### config.mk
export PLATFORM = sky130hd
export DESIGN_NAME = mem_seq
export DESIGN_NICKNAME = d
export VERILOG_FILES = /design/src/rtl/mem_seq.sv
export SDC_FILE = /design/constraint.sdc
export NUM_CORES = 1
export LEC_CHECK = 0
export CORE_MARGIN = 4
export CORE_UTILIZATION = 36
export DETAILED_ROUTE_END_ITERATION = 10
export PLACE_DENSITY_LB_ADDON = 0.08
export SYNTH_ARGS = -nofsm -noshare
export SYNTH_HDL_FRONTEND = slang
export SYNTH_SLANG_ARGS = --single-unit
### constraint.sdc
create_clock -name clk -period 3.6 [get_ports clk]
set_input_delay 0.9 -clock clk [delete_from_list [all_inputs] [get_ports clk]]
set_output_delay 0.9 -clock clk [all_outputs]
set_load 0.005 [all_outputs]
### src/rtl/mem_seq.sv
// mem_seq: request sequencer in front of a dual-port memory with registered read data.
//   Accepts single-word writes and (optionally burst) reads from a valid/ready
//   requester, drives the memory write/read port, and streams read words back
//   with no backpressure.
// Ports:
//   clk          rising-edge clock
//   reset        asynchronous active-low reset
//   req_valid    request present           req_ready  block idle, can accept
//   req_we       1 = write, 0 = read       req_addr   start word address
//   req_wdata    write data                req_len    read burst length minus one
//   mem_wr_en    memory write enable       mem_rd_en  memory read enable
//   mem_addr     memory address            mem_data_in memory write data
//   mem_data_out memory read data (one cycle after mem_rd_en)
//   rsp_valid    read word valid           rsp_data   read word
//   rsp_last     final word of a burst     busy       work or response in flight
// Configuration:
//   MEM_SEQ_BURST_EN defined   -> reads return req_len + 1 consecutive words
//   MEM_SEQ_BURST_EN undefined -> req_len ignored, every read is one word
module mem_seq #(
  parameter int ADDR_W = 10,
  parameter int DATA_W = 16,
  parameter int LEN_W  = 4
) (
  input  logic              clk,
  input  logic              reset,
  input  logic              req_valid,
  output logic              req_ready,
  input  logic              req_we,
  input  logic [ADDR_W-1:0] req_addr,
  input  logic [DATA_W-1:0] req_wdata,
  input  logic [LEN_W-1:0]  req_len,
  output logic              mem_wr_en,
  output logic              mem_rd_en,
  output logic [ADDR_W-1:0] mem_addr,
  output logic [DATA_W-1:0] mem_data_in,
  input  logic [DATA_W-1:0] mem_data_out,
  output logic              rsp_valid,
  output logic [DATA_W-1:0] rsp_data,
  output logic              rsp_last,
  output logic              busy
);
  typedef enum logic [1:0] {IDLE, WRITE, READ} state_t;
  state_t            r_state, w_state_nx;
  logic              r_wr_en, w_wr_en_nx;
  logic              r_rd_en, w_rd_en_nx;
  logic [ADDR_W-1:0] r_addr, w_addr_nx;
  logic [DATA_W-1:0] r_wdata, w_wdata_nx;
  logic              r_rsp_valid, r_rsp_last;
  logic              w_last;
`ifdef MEM_SEQ_BURST_EN
  // Beats remaining after the current one; the beat with zero left is the last.
  logic [LEN_W-1:0]  r_cnt, w_cnt_nx;
  assign w_last = (r_state == READ) && (r_cnt == '0);
`else
  logic              w_unused_len;
  assign w_unused_len = ^req_len;
  assign w_last = (r_state == READ);
`endif
  always_comb begin
    w_state_nx = r_state;
    w_wr_en_nx = 1'b0;
    w_rd_en_nx = 1'b0;
    w_addr_nx  = r_addr;
    w_wdata_nx = r_wdata;
`ifdef MEM_SEQ_BURST_EN
    w_cnt_nx   = r_cnt;
`endif
    case (r_state)
      IDLE: if (req_valid) begin
        w_addr_nx = req_addr;
        if (req_we) begin
          w_state_nx = WRITE;
          w_wr_en_nx = 1'b1;
          w_wdata_nx = req_wdata;
        end else begin
          w_state_nx = READ;
          w_rd_en_nx = 1'b1;
`ifdef MEM_SEQ_BURST_EN
          w_cnt_nx   = req_len;
`endif
        end
      end
      WRITE: w_state_nx = IDLE;
      READ: if (w_last) begin
        w_state_nx = IDLE;
      end else begin
        w_rd_en_nx = 1'b1;
        w_addr_nx  = r_addr + 1'b1;
`ifdef MEM_SEQ_BURST_EN
        w_cnt_nx   = r_cnt - 1'b1;
`endif
      end
      default: w_state_nx = IDLE;
    endcase
  end
  always_ff @(posedge clk or negedge reset) begin
    if (!reset) begin
      r_state     <= IDLE;
      r_wr_en     <= 1'b0;
      r_rd_en     <= 1'b0;
      r_addr      <= '0;
      r_wdata     <= '0;
      r_rsp_valid <= 1'b0;
      r_rsp_last  <= 1'b0;
    end else begin
      r_state     <= w_state_nx;
      r_wr_en     <= w_wr_en_nx;
      r_rd_en     <= w_rd_en_nx;
      r_addr      <= w_addr_nx;
      r_wdata     <= w_wdata_nx;
      r_rsp_valid <= r_rd_en;
      r_rsp_last  <= w_last;
    end
  end
`ifdef MEM_SEQ_BURST_EN
  always_ff @(posedge clk or negedge reset) begin
    if (!reset) r_cnt <= '0;
    else r_cnt <= w_cnt_nx;
  end
`endif
  assign req_ready   = (r_state == IDLE);
  assign mem_wr_en   = r_wr_en;
  assign mem_rd_en   = r_rd_en;
  assign mem_addr    = r_addr;
  assign mem_data_in = r_wdata;
  assign rsp_valid   = r_rsp_valid;
  assign rsp_data    = mem_data_out;
  assign rsp_last    = r_rsp_last;
  assign busy        = (r_state != IDLE) || r_rsp_valid;
endmodule

Word level (Yosys, flattened, before mapping)

Index checks and enable logic that the tools add are counted.

Register bits: 32
Latch bits: 0
Memory bits (writable): 0
Memory bits (read-only): 0
Input bits: 50
Output and inout port bits: 48
Logic and storage cells: 23
Memories kept: 0

Add/sub/neg operators: 0
Multipliers: 0
Divide/modulo/power cells: 0
Magnitude comparators: 0
Equal/unequal tests: 2
Shift operators: 0
Muxes and demuxes: 9
Bitwise operators: 0
Reductions and logical operators: 5

Operator list:

| kind                 | number |
|---|---|
| $mux W1              | 6 |
| $mux W2              | 3 |
| $reduce_and A3 Y1    | 1 |
| $eq A2 B2 Y1 const B | 1 |
| $logic_not A2 Y1     | 1 |
| $ne A2 B2 Y1 const B | 1 |
| $reduce_and A2 Y1    | 1 |
| $reduce_bool A2 Y1   | 1 |
| $logic_or A1 B1 Y1   | 1 |

Longest topological paths before layout

Gate-level depths: netlist of the first run.

Depth after elaboration: 3
Mapped depth: 4
Mapped depth without buffers: 2

Worst setup path after synthesis of the first run

Ideal clock, no wire load.

Path type: in2out
Start: input mem_data_out[0]
End: output rsp_data[0]
Arrival time: 1.011 ns
Required time: 2.700 ns
Path slack: 1.689 ns
Stages: 1
Buffers on the path: 1
Cells stage by stage: buf_4

RTL lines:

| element         | line | RTL |
|---|---|---|
| start, declared | 36   | `input logic [DATA_W-1:0] mem_data_out,` |
| end, declared   | 38   | `output logic [DATA_W-1:0] rsp_data,` |

No word-level cell between the ends.

Final worst setup path of the first run

Start: register r_state[0]
End: output busy

Cells in the longest elaborated chain, start to end: 2

RTL lines:

| element                | line | RTL |
|---|---|---|
| start, declared        | 43   | `state_t r_state, w_state_nx;` |
| start signal, assigned | 106  | `r_state <= w_state_nx;` |
| $reduce_bool A2 Y1     | 129  | `assign busy = (r_state != IDLE) \|\| r_rsp_valid;` |
| $logic_or A1 B1 Y1     | 129  |  |
| end, declared          | 40   | `output logic busy` |

Every way passes these cells.

==> summary.md, run 1 <==
| Metric | Value |
|---|---|
| Max-slew violation count | `0` |
| # DRC | `0` |
| Peak supply drop | `0.0002998 V` |
| Leakage | `slightly above 0.0008 µW` |
| Setup crit start kind | `register` |
| Period minus WS final | `about 2.5 ns` |
| Clock Latency Late Sink | `around 0.27 ns` |
| Setup TNS | `0 ns` |
| Clock slew at reported path FFs | `~0.06 ns` |
| Buffers & Inverters on Critical Path | `1` |
| Final Hold Violating Endpoints | `0` |
| Diode count | `0` |
| Met1 usage | `0.1238` |
| Chip height | `~69 µm` |
| Most used routing layer | `met2` |
| CTS Hold Buffers Added | `0` |
| Grt met3 use | `0.08430` |
| Root Driver | `clkbuf_8` |
| Htree depth | `2` |
| First-pass GRT wire length | `~4500 µm` |
| Critical path capture point type | `output port` |
| Final setup vio count | `0` |
| RSZ-0062 raised after global routing | `false` |
| Iter 0 DRT Violations | `16` |
| Synth warnings | `0` |
| Layout cell share with drive strength beyond 1 | `0.2574` |
| Most frequent cells in the layout | `61 x clkdlybuf4s50_1, 32 x dfrtp_1, 16 x mux2_2, 9 x mux2_4, 5 x clkbuf_8` |
| Ranking of synthesized cells by area | `dfrtp_1 60%, mux2_2 13%, mux2_4 10%` |
| Met2 Resource Use GR | `0.1854` |
| Syn Area/Cell | `around 16 µm²` |
| CP Cell Sequence | `or3_1 -> clkdlybuf4s50_1` |
| Post-route cell area | `slightly below 0.002 mm²` |
| Die span in x | `slightly below 70 µm` |
| Crit-path max FO | `6` |
| CTS buffer count | `5` |
| Router iterations before antenna repair | `4` |
| Total Routing Usage GR | `0.1191` |
| Outcome | `finished, final reports clean` |
| Port bufs | `between 60 and 70` |
| Number of global-route vias before repair | `between 900 and 1000` |
| Pin count of the biggest net entering global routing | `33` |
| Post-Syn Nets | `approximately 140` |
| Data required, critical path | `roughly 2.7 ns` |
| Final worst path period share | `0.6881` |
| Remaining global-route overflow | `0` |
| Synth unique cells | `12` |
| Slowest cell on crit path | `dfrtp_1` |
| Fill count | `303` |
| Register area share after synthesis | `0.5970` |
| Num rows | `21` |
| WL/cell | `15.37 µm` |
| R2R Setup Slk | `1.86 ns` |
| Die area | `about 0.0048 mm²` |
| Worst-margin pin slew | `0.8481 ns` |
| Post-route ant nets | `0` |
| Clk sinks | `32` |
| Post-synth top area share | `0.5970` |
| CP arrival | `between 1.5 and 2 ns` |
| Setup bufs post-CTS | `0` |
| Area leader, netlist | `dfrtp_1` |
| Core box area | `between 0.003 and 0.004 mm²` |
| Vias per cell | `around 4.7` |
| Top delay family on crit path | `flip-flops` |
| Pwr per Cell Area | `490.0 mW/mm²` |
| CTS tree | `yes` |
| Placer Congestion | `approximately 0.65` |
| Final Skew | `just under 0.007 ns` |
| Mapped Area | `0.001341 mm²` |
| Resize count post-CTS | `0` |
| Slowest cell delay on critical path | `0.46 ns` |
| Starting Density | `0.3867` |
| DP Wirelength | `roughly 2100 µm` |
| Max Clock Freq | `~0.4 GHz` |
| Clk buf depth | `2` |
| Yosys reg bits | `32` |
| Routed vias | `848` |
| Crit path kind | `register to output port` |
| Synth-to-Final Area Change | `46.45%` |
| Synthesized instance count | `85` |
| Initial antenna violation count | `0` |
| Max transition margin | `0.4321` |
| Post-detailed-routing wire length | `2797 µm` |
| Most common cell after layout, fill and taps aside | `clkdlybuf4s50_1` |
| Final #Nets | `~190` |
| Ports | `98` |
| Worst Hold Class | `register to register` |
| Placed Instance Area | `0.001887 mm²` |
| Max-cap violations | `0` |
==> flip-flops by register name, summed over array words and instances, names as in the netlist <==
signal       flops
r_state          2
mem_rd_en        1
mem_addr        10
rsp_last         1
mem_data_in     16
rsp_valid        1
mem_wr_en        1
==> worst paths after layout <==
check,end,cells past startpoint,start
setup / recovery,busy,2,r_state[0]
hold / removal,rsp_valid,0,mem_rd_en
setup reg to reg,mem_addr[7],2,r_state[0]
hold reg to reg,rsp_valid,0,mem_rd_en
max in group asynchronous,mem_addr[2],2,reset
min in group asynchronous,mem_data_in[9],2,reset
==> logic make-up (layout without fill, tap and decap cells) <==
family                 Yosys count  after routing  share of synthesized area
buffers and inverters           19             70                     0.1138
multiplexers                    26             26                     0.2435
AND/OR/NAND/NOR                  8              8                    0.04571
flip-flops                      32             32                     0.5970
==> power breakdown <==
part	total, µW	switching, µW	internal, µW	leakage, µW
logic	263	67.9	195	0.000406
registers	455	33.6	421	0.000385
clock network	245	114	131	0.0000410
==> synthesized netlist by cell type <==
library cell	instances
buf_12	1
buf_2	1
buf_4	17
dfrtp_1	32
mux2_1	1
mux2_2	16
mux2_4	9
nor2_1	1
nor2b_1	3
nor3b_2	1
nor4bb_1	2
or3_1	1
==> through the flow <==
| stage | setup WS (ns) | util | hold WS, ns | power [µW] | cells |
|---|---|---|---|---|---|
| after floorplan | 1.689 | - | 0.3757 | 562.0 | 85 |
| after global placement | 0.9540 | 0.5440 | 0.3594 | 721.4 | 175 |
| after detailed placement | 0.9038 | 0.5440 | 0.3655 | 726.8 | 175 |
| after CTS | 1.107 | 0.5664 | 0.3752 | 982.4 | 182 |
| after global routing | 1.082 | 0.5664 | 0.3906 | 1022 | 182 |
| final | 1.123 | 0.5664 | 0.3704 | 962.5 | 182 |
==> worst register-to-register path: cells and delay by family (launching register included) <==
kind,cells,cell delay [ns]
mux,1,0.42
flops,1,0.46
simple gates,1,0.74
==> cell type report <==
cell class	count	area (µm²)	share of cell area
clock buffer	6	72.57	0.03694
multi-input combinational	34	402.9	0.2051
tap	46	57.56	0.02930
timing repair buffer	63	625.6	0.3185
sequential	32	800.8	0.4076
clock inverter	1	5.005	0.002548
==> routing by layer <==
| metal | up-vias | wire length [µm] |
|---|---|---|
| met4 | 0 | 17 |
| met3 | 4 | 379 |
| met5 | - | 0 |
| met2 | 59 | 1288 |
| li1 | 372 | - |
| met1 | 413 | 1111 |
(Power assumes the default switching activity.)
==> run 2: changes to the inputs <==
--- a/config.mk
+++ b/config.mk
@@ -6,7 +6,7 @@
 export NUM_CORES = 1
 export LEC_CHECK = 0
 export CORE_MARGIN = 4
-export CORE_UTILIZATION = 36
+export CORE_UTILIZATION = 31
 export DETAILED_ROUTE_END_ITERATION = 10
 export PLACE_DENSITY_LB_ADDON = 0.08
 export SYNTH_ARGS = -nofsm -noshare
==> constraint.sdc (replaced) <==
create_clock -name clk -period 2.1 [get_ports clk]
set_input_delay 0.525 -clock clk [delete_from_list [all_inputs] [get_ports clk]]
set_output_delay 0.525 -clock clk [all_outputs]
set_load 0.005 [all_outputs]
==> run 2 against run 1 <==
Worst hold slack improved by 0.020 ns. Largest power group unchanged. Count of clock-buffer cells in the layout increased by 2. Highest routed layer unchanged. Wire length increased by 2.8%. Via count increased by 0.59%.
==> summary.md, run 2 (same netlist as run 1, synthesis figures left out) <==
| Metric | Value |
|---|---|
| Final setup vio count | `0` |
| Port bufs | `61` |
| Hold depth | `0` |
| Sw frac | `0.2236` |
| Clock Latency Late Sink | `around 0.28 ns` |
| Max-cap violations | `0` |
| Period minus WS final | `roughly 2.0 ns` |
| WHS | `about 0.4 ns` |
| Slowest cell delay on critical path | `between 0.4 and 0.5 ns` |
| CTS tree | `yes` |
| First-pass GRT wire length | `approximately 4700 µm` |
| Synth-to-Final Area Change | `51.68%` |
| CP Cell Sequence | `or3_1 -> clkdlybuf4s50_1` |
| CTS buffer count | `5` |
| Routed vias | `between 800 and 900` |
| Data required, critical path | `roughly 1.6 ns` |
| R2R Setup Slk | `between 0.5 and 0.6 ns` |
| Critical path capture point type | `output port` |
| Pwr per Cell Area | `between 800 and 900 mW/mm²` |
| Die area | `0.005443 mm²` |
| Core box area | `~0.0041 mm²` |
| Post-route ant nets | `0` |
| Clock Power Share | `0.278` |
| Diode count | `0` |
| Final #Nets | `roughly 190` |
| Final Skew | `between 0.008 and 0.009 ns` |
| Leakage | `between 0.0008 and 0.0009 µW` |
| Sequential share of power | `0.452` |
| Max-slew violation count | `0` |
| Total Routing Usage GR | `0.1169` |
| Remaining global-route overflow | `0` |
| DR WL met3 | `roughly 250 µm` |
| Setup crit start kind | `register` |
| Iter 0 DRT Violations | `18` |
| Flip-flop count of the largest register after layout | `16` |
| Most common cell after layout, fill and taps aside | `clkdlybuf4s50_1` |
| Clk buf depth | `2` |
| Layout cell share with drive strength beyond 1 | `0.2958` |
| Switching power | `roughly 380 µW` |
| Outcome | `finished, final reports clean` |
| WL met2 | `between 1000 and 1500 µm` |
| Die span in x | `about 74 µm` |
| Met1 wire length | `1208 µm` |
| WL/cell | `14.97 µm` |
| Max Clock Freq | `0.4923 GHz` |
| Peak supply drop | `about 0.00033 V` |
| Top delay family on crit path | `buffers and inverters` |
| DP Wirelength | `2038 µm` |
| Placer Congestion | `just over 0.7` |
| Pin count of the biggest net entering global routing | `33` |
| Chip height | `73.78 µm` |
| Buffers & Inverters on Critical Path | `1` |
| Htree depth | `2` |
| Clk sinks | `32` |
| Vias per cell | `4.443` |
| Top Layer Used | `met4` |
| Worst Hold Class | `register to register` |
| Starting Density | `0.3282` |
| Crit path kind | `register to output port` |
| Post-detailed-routing wire length | `2874 µm` |
| Setup TNS | `0 ns` |
| Ports | `a little under 100` |
| Critical path depth | `2` |
| Router iterations before antenna repair | `2` |
| Final worst path period share | `0.9672` |
| RR Endpoint | `mem_data_in[0]` |
| # DRC | `0` |
| Initial antenna violation count | `0` |
| Crit-path max FO | `6` |
| Slowest cell on crit path | `clkdlybuf4s50_1` |
| Post-route cell area | `slightly above 0.002 mm²` |
| Worst Hold Endpoint | `rsp_valid` |
| Worst-margin pin slew | `0.4010 ns` |
| Placed Instance Area | `approximately 0.0019 mm²` |
| RSZ-0062 raised after global routing | `false` |
| Combinational share of power | `0.270` |
| Final Hold Violating Endpoints | `0` |
| Num rows | `23` |
| Hold Crit Start | `mem_rd_en` |
| Register-to-Register Path Depth | `4` |
| CP arrival | `1.51 ns` |
| Worst r2r src | `r_state[1]` |
| Fill count | `~370` |
| Max transition margin | `0.7327` |
| Clock slew at reported path FFs | `~0.06 ns` |
| Most frequent cells in the layout | `61 x clkdlybuf4s50_1, 30 x dfrtp_1, 16 x mux2_2, 9 x mux2_4` |
| CTS Hold Buffers Added | `0` |
| Root Driver | `clkbuf_8` |
| Number of global-route vias before repair | `957` |
| Internal | `1333 µW` |
## run 2: cell count changes in the layout (fill, tap and decap cells not counted)
cell,delta
buf_12,+1
buf_4,+4
clkbuf_1,+1
clkbuf_8,+1
clkinv_2,-1
dfrtp_1,-2
dfrtp_2,+2
## run 2: how the worst max path moves through the flow
| stage | from | endpoint | slack, ns |
|---|---|---|---|
| 3_3_place_gp | req_valid | mem_data_in[10] | 0.03 |
| 5_1_grt | r_state[1] | busy | 0.006 |
| 4_1_cts | r_state[1] | busy | 0.01 |
| 3_5_place_dp | req_valid | mem_data_in[0] | 0.01 |
| 2_1_floorplan | req_valid | mem_data_in[1] | 0.58 |
| 6_report | r_state[1] | busy | 0.07 |
## run 2: layer usage
metal	global-route usage	vias up
li1	-	382
met1	0.1384	410
met2	0.1683	43
met3	0.05062	18
met4	0.08249	0
met5	0	-
## run 2: worst reg2reg max path: stages, from the launching register on
cell and delay [ns]:
dfrtp_2 0.44, buf_4 0.15, nor4bb_4 0.31, buf_12 0.22, mux2_2 0.35
## run 2: timing repair
item / 4_1_cts / 5_1_grt
setup buffers: 1 / 2
endpoints found under the setup margin: 1 / 1
gates resized for setup: 2 / 0
## run 2: final cells by class
cell class | count | area (µm²) | area share
multi-input cells | 34 | 402.9 | 0.1980
repair buffers | 68 | 675.6 | 0.3321
well taps | 50 | 62.56 | 0.03075
clock buffers | 8 | 90.09 | 0.04428
flip-flops and latches | 32 | 803.3 | 0.3948
## run 2: stage by stage
| step | power, µW | cells | setup slack [ns] | utilization |
|---|---|---|---|---|
| after detailed placement | 1253 | 181 | 0.01362 | 0.4697 |
| after floorplan | 963.4 | 85 | 0.5819 | - |
| final | 1717 | 192 | 0.06891 | 0.4979 |
| after global routing | 1824 | 192 | 0.006259 | 0.4979 |
| after CTS | 1753 | 190 | 0.01157 | 0.4942 |
| after global placement | 1247 | 181 | 0.02755 | 0.4697 |
## run 2: power by group through the flow
stage | sequential [µW] | clock, µW | combinational [µW]
final | 777 | 477 | 464
after global routing | 793 | 533 | 498
after CTS | 780 | 503 | 470
after detailed placement | 791 | 0 | 463
after global placement | 784 | 0 | 463
after floorplan | 794 | 0 | 169
